--- config.mk ---
export PLATFORM = sky130hd
export DESIGN_NAME = random_gen
export DESIGN_NICKNAME = d
export VERILOG_FILES = /design/src/rtl/random_gen.sv
export SDC_FILE = /design/constraint.sdc
export NUM_CORES = 1
export LEC_CHECK = 0
export CAP_MARGIN = 5
export CORE_AREA = 5 5 42 44
export DETAILED_ROUTE_END_ITERATION = 10
export DIE_AREA = 0 0 47 49
export DONT_BUFFER_PORTS = 1
export SETUP_SLACK_MARGIN = 0.4
export SLEW_MARGIN = 40
export SYNTH_ARGS = -nofsm -noshare
export SYNTH_HDL_FRONTEND = slang
export SYNTH_SLANG_ARGS = --single-unit
--- constraint.sdc ---
create_clock -name clk -period 1.41 [get_ports clk]
set_input_delay 0.141 -clock clk [delete_from_list [all_inputs] [get_ports clk]]
set_output_delay 0.141 -clock clk [all_outputs]
set_load 0.02 [all_outputs]
--- src/rtl/random_gen.sv ---
// random_gen: parametrised Galois-LFSR word source with valid/ready output,
// enable, runtime reseed and optional per-word decimation (STEPS shifts/word).
// Optional feature macro: RAND_GEN_CNT_EN adds the word_cnt accepted-word counter.
module random_gen #(
    parameter int                WIDTH = 8,
    parameter logic [WIDTH-1:0]  TAPS  = 8'h70,
    parameter logic [WIDTH-1:0]  SEED  = 8'hFF,
    parameter int                STEPS = 1,
    parameter int                CNT_W = 16
) (
    input  logic             clk,
    input  logic             rst,
    input  logic             en,
    input  logic             seed_load,
    input  logic [WIDTH-1:0] seed_in,
    input  logic             rand_ready,
    output logic             rand_valid,
    output logic [WIDTH-1:0] rand_num
`ifdef RAND_GEN_CNT_EN
    ,
    output logic [CNT_W-1:0] word_cnt
`endif
);

    // Step counter only has to reach STEPS-1; keep at least one bit so the
    // STEPS==1 build still elaborates cleanly.
    localparam int SC_W = (STEPS > 1) ? $clog2(STEPS) : 1;
    localparam logic [SC_W-1:0] STEP_ONE  = SC_W'(1);
    localparam logic [SC_W-1:0] STEP_LAST = SC_W'(STEPS - 1);

    // Reject configurations that cannot produce a usable sequence.
    if (WIDTH < 2 || STEPS < 1 || CNT_W < 1 || SEED == '0) begin : g_bad_param
        $error("random_gen: illegal parameter set");
    end

    typedef enum logic {
        ST_VALID = 1'b0,
        ST_SHIFT = 1'b1
    } state_t;

    state_t            state_q, state_d;
    logic [WIDTH-1:0]  lfsr_q, lfsr_d;
    logic [SC_W-1:0]   step_cnt_q, step_cnt_d;
    logic              accept;

    // One Galois shift: the outgoing MSB feeds bit 0 and is XORed into every
    // tapped position. TAPS[0] is deliberately ignored.
    function automatic logic [WIDTH-1:0] lfsr_nxt(input logic [WIDTH-1:0] s);
        logic             m;
        logic [WIDTH-1:0] r;
        m = s[WIDTH-1];
        r = {s[WIDTH-2:0], m};
        for (int i = 1; i < WIDTH; i++) begin
            r[i] = r[i] ^ (TAPS[i] & m);
        end
        return r;
    endfunction

    // A fresh word is offered only when idle in ST_VALID; a reseed cycle
    // suppresses valid so a concurrent ready cannot consume the stale word.
    assign rand_valid = en & (state_q == ST_VALID) & ~seed_load;
    assign accept     = rand_valid & rand_ready;
    assign rand_num   = lfsr_q;

    // Next-state logic: reseed first, then handshake, then decimation shifts.
    always_comb begin
        lfsr_d     = lfsr_q;
        state_d    = state_q;
        step_cnt_d = step_cnt_q;
        if (seed_load) begin
            // A zero seed would lock the LFSR, so fall back to SEED.
            lfsr_d     = (seed_in == '0) ? SEED : seed_in;
            state_d    = ST_VALID;
            step_cnt_d = '0;
        end else if (state_q == ST_VALID) begin
            if (accept) begin
                lfsr_d = lfsr_nxt(lfsr_q);
                if (STEPS > 1) begin
                    step_cnt_d = STEP_ONE;
                    state_d    = ST_SHIFT;
                end
            end
        end else if (en) begin
            lfsr_d = lfsr_nxt(lfsr_q);
            if (step_cnt_q == STEP_LAST) begin
                step_cnt_d = '0;
                state_d    = ST_VALID;
            end else begin
                step_cnt_d = step_cnt_q + STEP_ONE;
            end
        end
    end

    // State registers; reset aborts any decimation in progress.
    always_ff @(posedge clk or posedge rst) begin
        if (rst) begin
            lfsr_q     <= SEED;
            state_q    <= ST_VALID;
            step_cnt_q <= '0;
        end else begin
            lfsr_q     <= lfsr_d;
            state_q    <= state_d;
            step_cnt_q <= step_cnt_d;
        end
    end

`ifdef RAND_GEN_CNT_EN
    logic [CNT_W-1:0] cnt_q, cnt_d;

    // Accepted-word counter; wraps naturally, cleared on reseed.
    always_comb begin
        cnt_d = cnt_q;
        if (seed_load) begin
            cnt_d = '0;
        end else if (accept) begin
            cnt_d = cnt_q + 1'b1;
        end
    end

    // Counter register.
    always_ff @(posedge clk or posedge rst) begin
        if (rst) begin
            cnt_q <= '0;
        end else begin
            cnt_q <= cnt_d;
        end
    end

    assign word_cnt = cnt_q;
`endif

endmodule

Word-level counts from Yosys, hierarchy flattened
Index checks and enable logic that the tools add are counted.
{"block": "word_totals", "input_bits": 13, "output_inout_bits": 9, "mem_bits_ro": 0, "register_bits": 10, "mem_bits_rw": 0, "mem_count": 0, "wordCells": 32, "latchBits": 0}
{"block": "op_classes", "n_shift": 0, "n_eq_ne": 1, "mul": 0, "div_mod_pow": 0, "n_addsub": 1, "n_lt_le_gt_ge": 0, "reduce_logical": 6, "n_bitwise": 8, "muxes": 13}
{"operator": "2-to-1 mux 8 bit", "n": 5}
{"operator": "logical NOT 8 bit", "n": 1}
{"operator": "2-to-1 mux 1 bit", "n": 8}
{"operator": "AND reduction 2 bit", "n": 2}
{"operator": "nonzero test 2 bit", "n": 2}
{"operator": "bitwise AND 1 bit", "n": 3}
{"operator": "!= test 3 bit, second input constant", "n": 1}
{"operator": "nonzero test 3 bit", "n": 1}
{"operator": "XOR 1 bit", "n": 3}
{"operator": "NOT 1 bit", "n": 2}
{"operator": "adder 1 bit, second input constant", "n": 1}

Longest topological paths before layout
{"block": "logic_depth", "depth_word": 7, "depth_mapped": 3, "mapped_depth_nobuf": 3}

Worst setup path before layout
No wires, ideal clock.
{"block": "synth_path", "kind": "reg-to-reg", "start": "register state_q", "end": "register lfsr_q[0] (netlist: rand_num[0])", "arrival_time_ps": 1235, "required_ps": 1332, "synth_period_minus_slack_ps": 1313, "path_stages_with_launch": 4, "setup_time_ps": 78, "slack_ps": 97, "path_buffers": 0, "cell_sequence": "dfrtp_1 -> o21ai_2 -> mux2_2 -> o22a_2"}
{"block": "synth_between", "elab_chain_len": 6, "elab_cells_between_ends": 9, "cone_classes": "1 x eq/ne; 2 x mux; 4 x bitwise; 2 x reduce/logical"}
{"element": "start, declared", "line_no": "41", "text": "state_t state_q, state_d;"}
{"element": "start signal, assigned", "line_no": "102", "text": "state_q <= state_d;"}
{"element": "NOT 1 bit"}
{"element": "bitwise AND 1 bit (2 in series)", "line_no": "61", "text": "assign rand_valid = en & (state_q == ST_VALID) & ~seed_load;"}
{"element": "bitwise AND 1 bit", "line_no": "62", "text": "assign accept = rand_valid & rand_ready;"}
{"element": "nonzero test 3 bit (no line)"}
{"element": "AND reduction 2 bit (no line)"}
{"element": "end signal, assigned", "line_no": "101", "text": "lfsr_q <= lfsr_d;"}
{"element": "end, declared", "line_no": "42", "text": "logic [WIDTH-1:0] lfsr_q, lfsr_d;"}
Parallel ways exist; a longest one is shown, timed or not.
A chain may end at the register's enable or synchronous reset.

Final worst setup path
{"block": "layout_path", "start": "register state_q", "end": "register lfsr_q[5] (netlist: rand_num[5])"}
The elaborated chain is that of the path after synthesis.

==> impl_metrics.prom <==
# TYPE chip_impl_metric gauge
chip_impl_metric{name="detailedRoute.firstIterationViolations",unit=""} 2
chip_impl_metric{name="placer_congestion",unit=""} 0.729
chip_impl_metric{name="first_pass_grt_wire_length",unit="um"} 1910
chip_impl_metric{name="globalRouteOverflowTotal",unit=""} 0
chip_impl_info{name="worst_setup_path_end_kind",value="flop"} 1
chip_impl_metric{name="clk_transition_reported_paths",unit="ns"} 0.06
chip_impl_metric{name="grt_util_all_layers",unit="%"} 11.1
chip_impl_metric{name="holdPathStages",unit=""} 1
chip_impl_metric{name="ys_warn_count",unit=""} 0
chip_impl_info{name="min_from",value="seed_in[5]"} 1
chip_impl_metric{name="placement.setup.worst_slack",unit="ns"} 0.0937
chip_impl_metric{name="multiInputGateArea",unit="sq um"} 298
chip_impl_info{name="holdPathEnd",value="rand_num[5]$_DFFE_PP1P_"} 1
chip_impl_metric{name="die-height",unit="um"} 49
chip_impl_metric{name="post-dp-hpwl",unit="um"} 848
chip_impl_metric{name="whs",unit="ns"} 0.00950
chip_impl_metric{name="io_buffers",unit=""} 0
chip_impl_metric{name="detailed_place.area",unit="sq um"} 537
chip_impl_metric{name="worst-endpoint-arrival",unit="ns"} 1.45
chip_impl_metric{name="fillCellCount",unit=""} 125
chip_impl_metric{name="vdd_ir_drop_max",unit="mV"} 0.537
chip_impl_metric{name="htree_num_levels",unit=""} 1
chip_impl_metric{name="p_leak",unit="nW"} 0.281
chip_impl_info{name="criticalPathCategory",value="reg2reg"} 1
chip_impl_metric{name="tritoncts.num_buffers",unit=""} 3
chip_impl_metric{name="period_needed",unit="ns"} 1.27
chip_impl_metric{name="layout-drive-gt1-share",unit="%"} 72.3
chip_impl_metric{name="cap_violations",unit=""} 0
chip_impl_metric{name="die_area",unit="sq mm"} 0.00230
chip_impl_metric{name="fin_worst_skew",unit="ns"} 0.00365
chip_impl_metric{name="yosysSeqAreaShare",unit="%"} 47.2
chip_impl_info{name="worst_r2r_endpoint",value="rand_num[5]$_DFFE_PP1P_"} 1
chip_impl_metric{name="via_per_inst",unit=""} 5.43
chip_impl_metric{name="syn_to_final_growth",unit="%"} 34.7
chip_impl_metric{name="core.rowCount",unit=""} 14
chip_impl_metric{name="antenna_violations_before_repair",unit=""} 0
chip_impl_info{name="timing.critical_path.from",value="state_q$_DFF_PP0_"} 1
chip_impl_info{name="final_cell_mix",value="8 x mux2_4, 8 x dfstp_2, 5 x o22a_2"} 1
chip_impl_info{name="tritoncts",value="built"} 1
chip_impl_metric{name="antenna_cells_inserted",unit=""} 0
chip_impl_info{name="status",value="finished clean"} 1
chip_impl_metric{name="die_w",unit="um"} 47
chip_impl_info{name="worstSetupStartpointType",value="flop"} 1
chip_impl_metric{name="worst_slew_margin_rel",unit="%"} 75.8
chip_impl_metric{name="timing.reg2reg.setup_slack",unit="ns"} 0.14
chip_impl_metric{name="syn_inst",unit=""} 36
chip_impl_metric{name="detail_route.first_pass.iterations",unit=""} 4
chip_impl_metric{name="initial_core_utilization",unit="%"} 35.5
chip_impl_metric{name="worst_pin_slew",unit="ns"} 0.363
chip_impl_info{name="reg_to_reg_startpoint",value="state_q$_DFF_PP0_"} 1
chip_impl_metric{name="synthDistinctLibCells",unit=""} 12
chip_impl_metric{name="first_global_vias",unit=""} 397
chip_impl_metric{name="cp_data_required_time",unit="ns"} 1.60
chip_impl_metric{name="clk_latency",unit="ns"} 0.25
chip_impl_metric{name="drc",unit=""} 0
chip_impl_metric{name="via_count",unit=""} 342
chip_impl_metric{name="cellPowerDensity",unit="mW/mm^2"} 1070
chip_impl_metric{name="finalMaxSlewViolations",unit=""} 0
chip_impl_metric{name="layout.area.seq",unit="sq um"} 235
chip_impl_metric{name="fmaxAchievable",unit="MHz"} 790
chip_impl_metric{name="finalNetCount",unit=""} 61
chip_impl_metric{name="fp.coreArea",unit="sq mm"} 0.00140
chip_impl_metric{name="post_synth_instance_area",unit="sq um"} 498
chip_impl_info{name="ctsRootBufferMaster",value="clkbuf_4"} 1
chip_impl_metric{name="fin_setup_tns",unit="ns"} 0
chip_impl_metric{name="setup_viol_count_final",unit=""} 0
chip_impl_metric{name="hold_violations",unit=""} 0
chip_impl_metric{name="detail_route.wirelength",unit="um"} 1190
chip_impl_info{name="hold_crit_path_type",value="in2reg"} 1
chip_impl_metric{name="grt_start_max_net_pins",unit=""} 12
chip_impl_metric{name="wl_per_cell",unit="um"} 18.8
chip_impl_metric{name="clock_sink_count",unit=""} 9
chip_impl_metric{name="post_route_setup_slack",unit="ns"} 0.144
chip_impl_metric{name="design.portCount",unit=""} 22
chip_impl_metric{name="clk_path_buf_depth",unit=""} 2
chip_impl_info{name="grt_setup_unrepaired",value="yes"} 1
chip_impl_metric{name="post-route-period-util",unit="%"} 89.8
chip_impl_metric{name="final_antenna_net_count",unit=""} 0
chip_impl_metric{name="count_of_state_elements_after_synthesis",unit=""} 9
chip_impl_metric{name="path_max_fanout",unit=""} 8
chip_impl_metric{name="postSynthNetCount",unit=""} 49
chip_impl_metric{name="worst-r2r-cell-count",unit=""} 4
chip_impl_metric{name="total_power",unit="uW"} 718
chip_impl_metric{name="synth_area_per_cell",unit="sq um"} 13.8
chip_impl_metric{name="postLayoutCellArea",unit="sq um"} 671
-- repair_timing --
action,CTS,global route
setup buffers,3,0
gates resized for setup,9,2
endpoints found under the setup margin,13,17
pin swaps,8,1
endpoints found under the hold margin,2,0
hold buffers,3,0
-- critical path, cell delays in order (launching register included) --
cell	delay, ns
dfrtp_1	0.41
o21ai_4	0.15
buf_12	0.15
mux2_4	0.29
o22a_1	0.19
-- metrics by stage --
stage	cells	utilization, %
after global routing	63	47.9
after global placement	53	38.3
after detailed placement	53	38.3
after floorplan	36	-
final	63	47.9
after CTS	63	47.3
-- worst max path at each step --
stage / end / cells past startpoint
2_1_floorplan: rand_num[0]$_DFFE_PP1P_ / 3
3_3_place_gp: rand_num[0]$_DFFE_PP1P_ / 3
3_5_place_dp: rand_num[1]$_DFFE_PP1P_ / 3
4_1_cts: rand_num[5]$_DFFE_PP1P_ / 4
5_1_grt: rand_num[5]$_DFFE_PP1P_ / 4
6_report: rand_num[5]$_DFFE_PP1P_ / 4
-- routing by layer --
layer  track usage (%)  part of all wire, %
met1              13.5                   39
met2              17.0                   52
met3              4.80                  8.8
met4              4.15                 0.51
met5                 0                    0
-- power by group --
group	total, mW	switching [mW]	internal [mW]
clock network	0.196	0.0868	0.109
logic	0.157	0.0511	0.106
registers	0.365	0.0592	0.306
total	0.718	0.197	0.521
-- logic make-up after synthesis --
logic type             Yosys count  synth area share (%)
AO/OA/AOI/OAI                   10                  20.4
XOR/XNOR                         3                  5.28
buffers and inverters            2                  1.51
flip-flops                       9                  47.2
multiplexers                     8                  18.1
AND/OR/NAND/NOR                  4                  7.54
-- flip-flops by register name, summed over array words and instances, names as in the netlist --
signal	flops
state_q	1
rand_num	8
-- synthesized netlist by cell type (all sizes together) --
library cell / count / share of area [%]
o22a: 8 / 15
xor2: 3 / 5.3
inv: 1 / 0.75
clkbuf: 1 / 0.75
nor3b: 2 / 3.0
or4: 2 / 4.5
dfstp: 8 / 42
mux2: 8 / 18
o21ai: 2 / 5.0
dfrtp: 1 / 5.0
-- cell type report --
class	count	share of cell area, %
timing repair buffer	8	13.1
tap	16	2.99
sequential	9	35.1
inverter	1	0.560
clock buffer	4	3.92
multi-input combinational	25	44.4
Note: power is estimated with default switching activity, not from simulation.
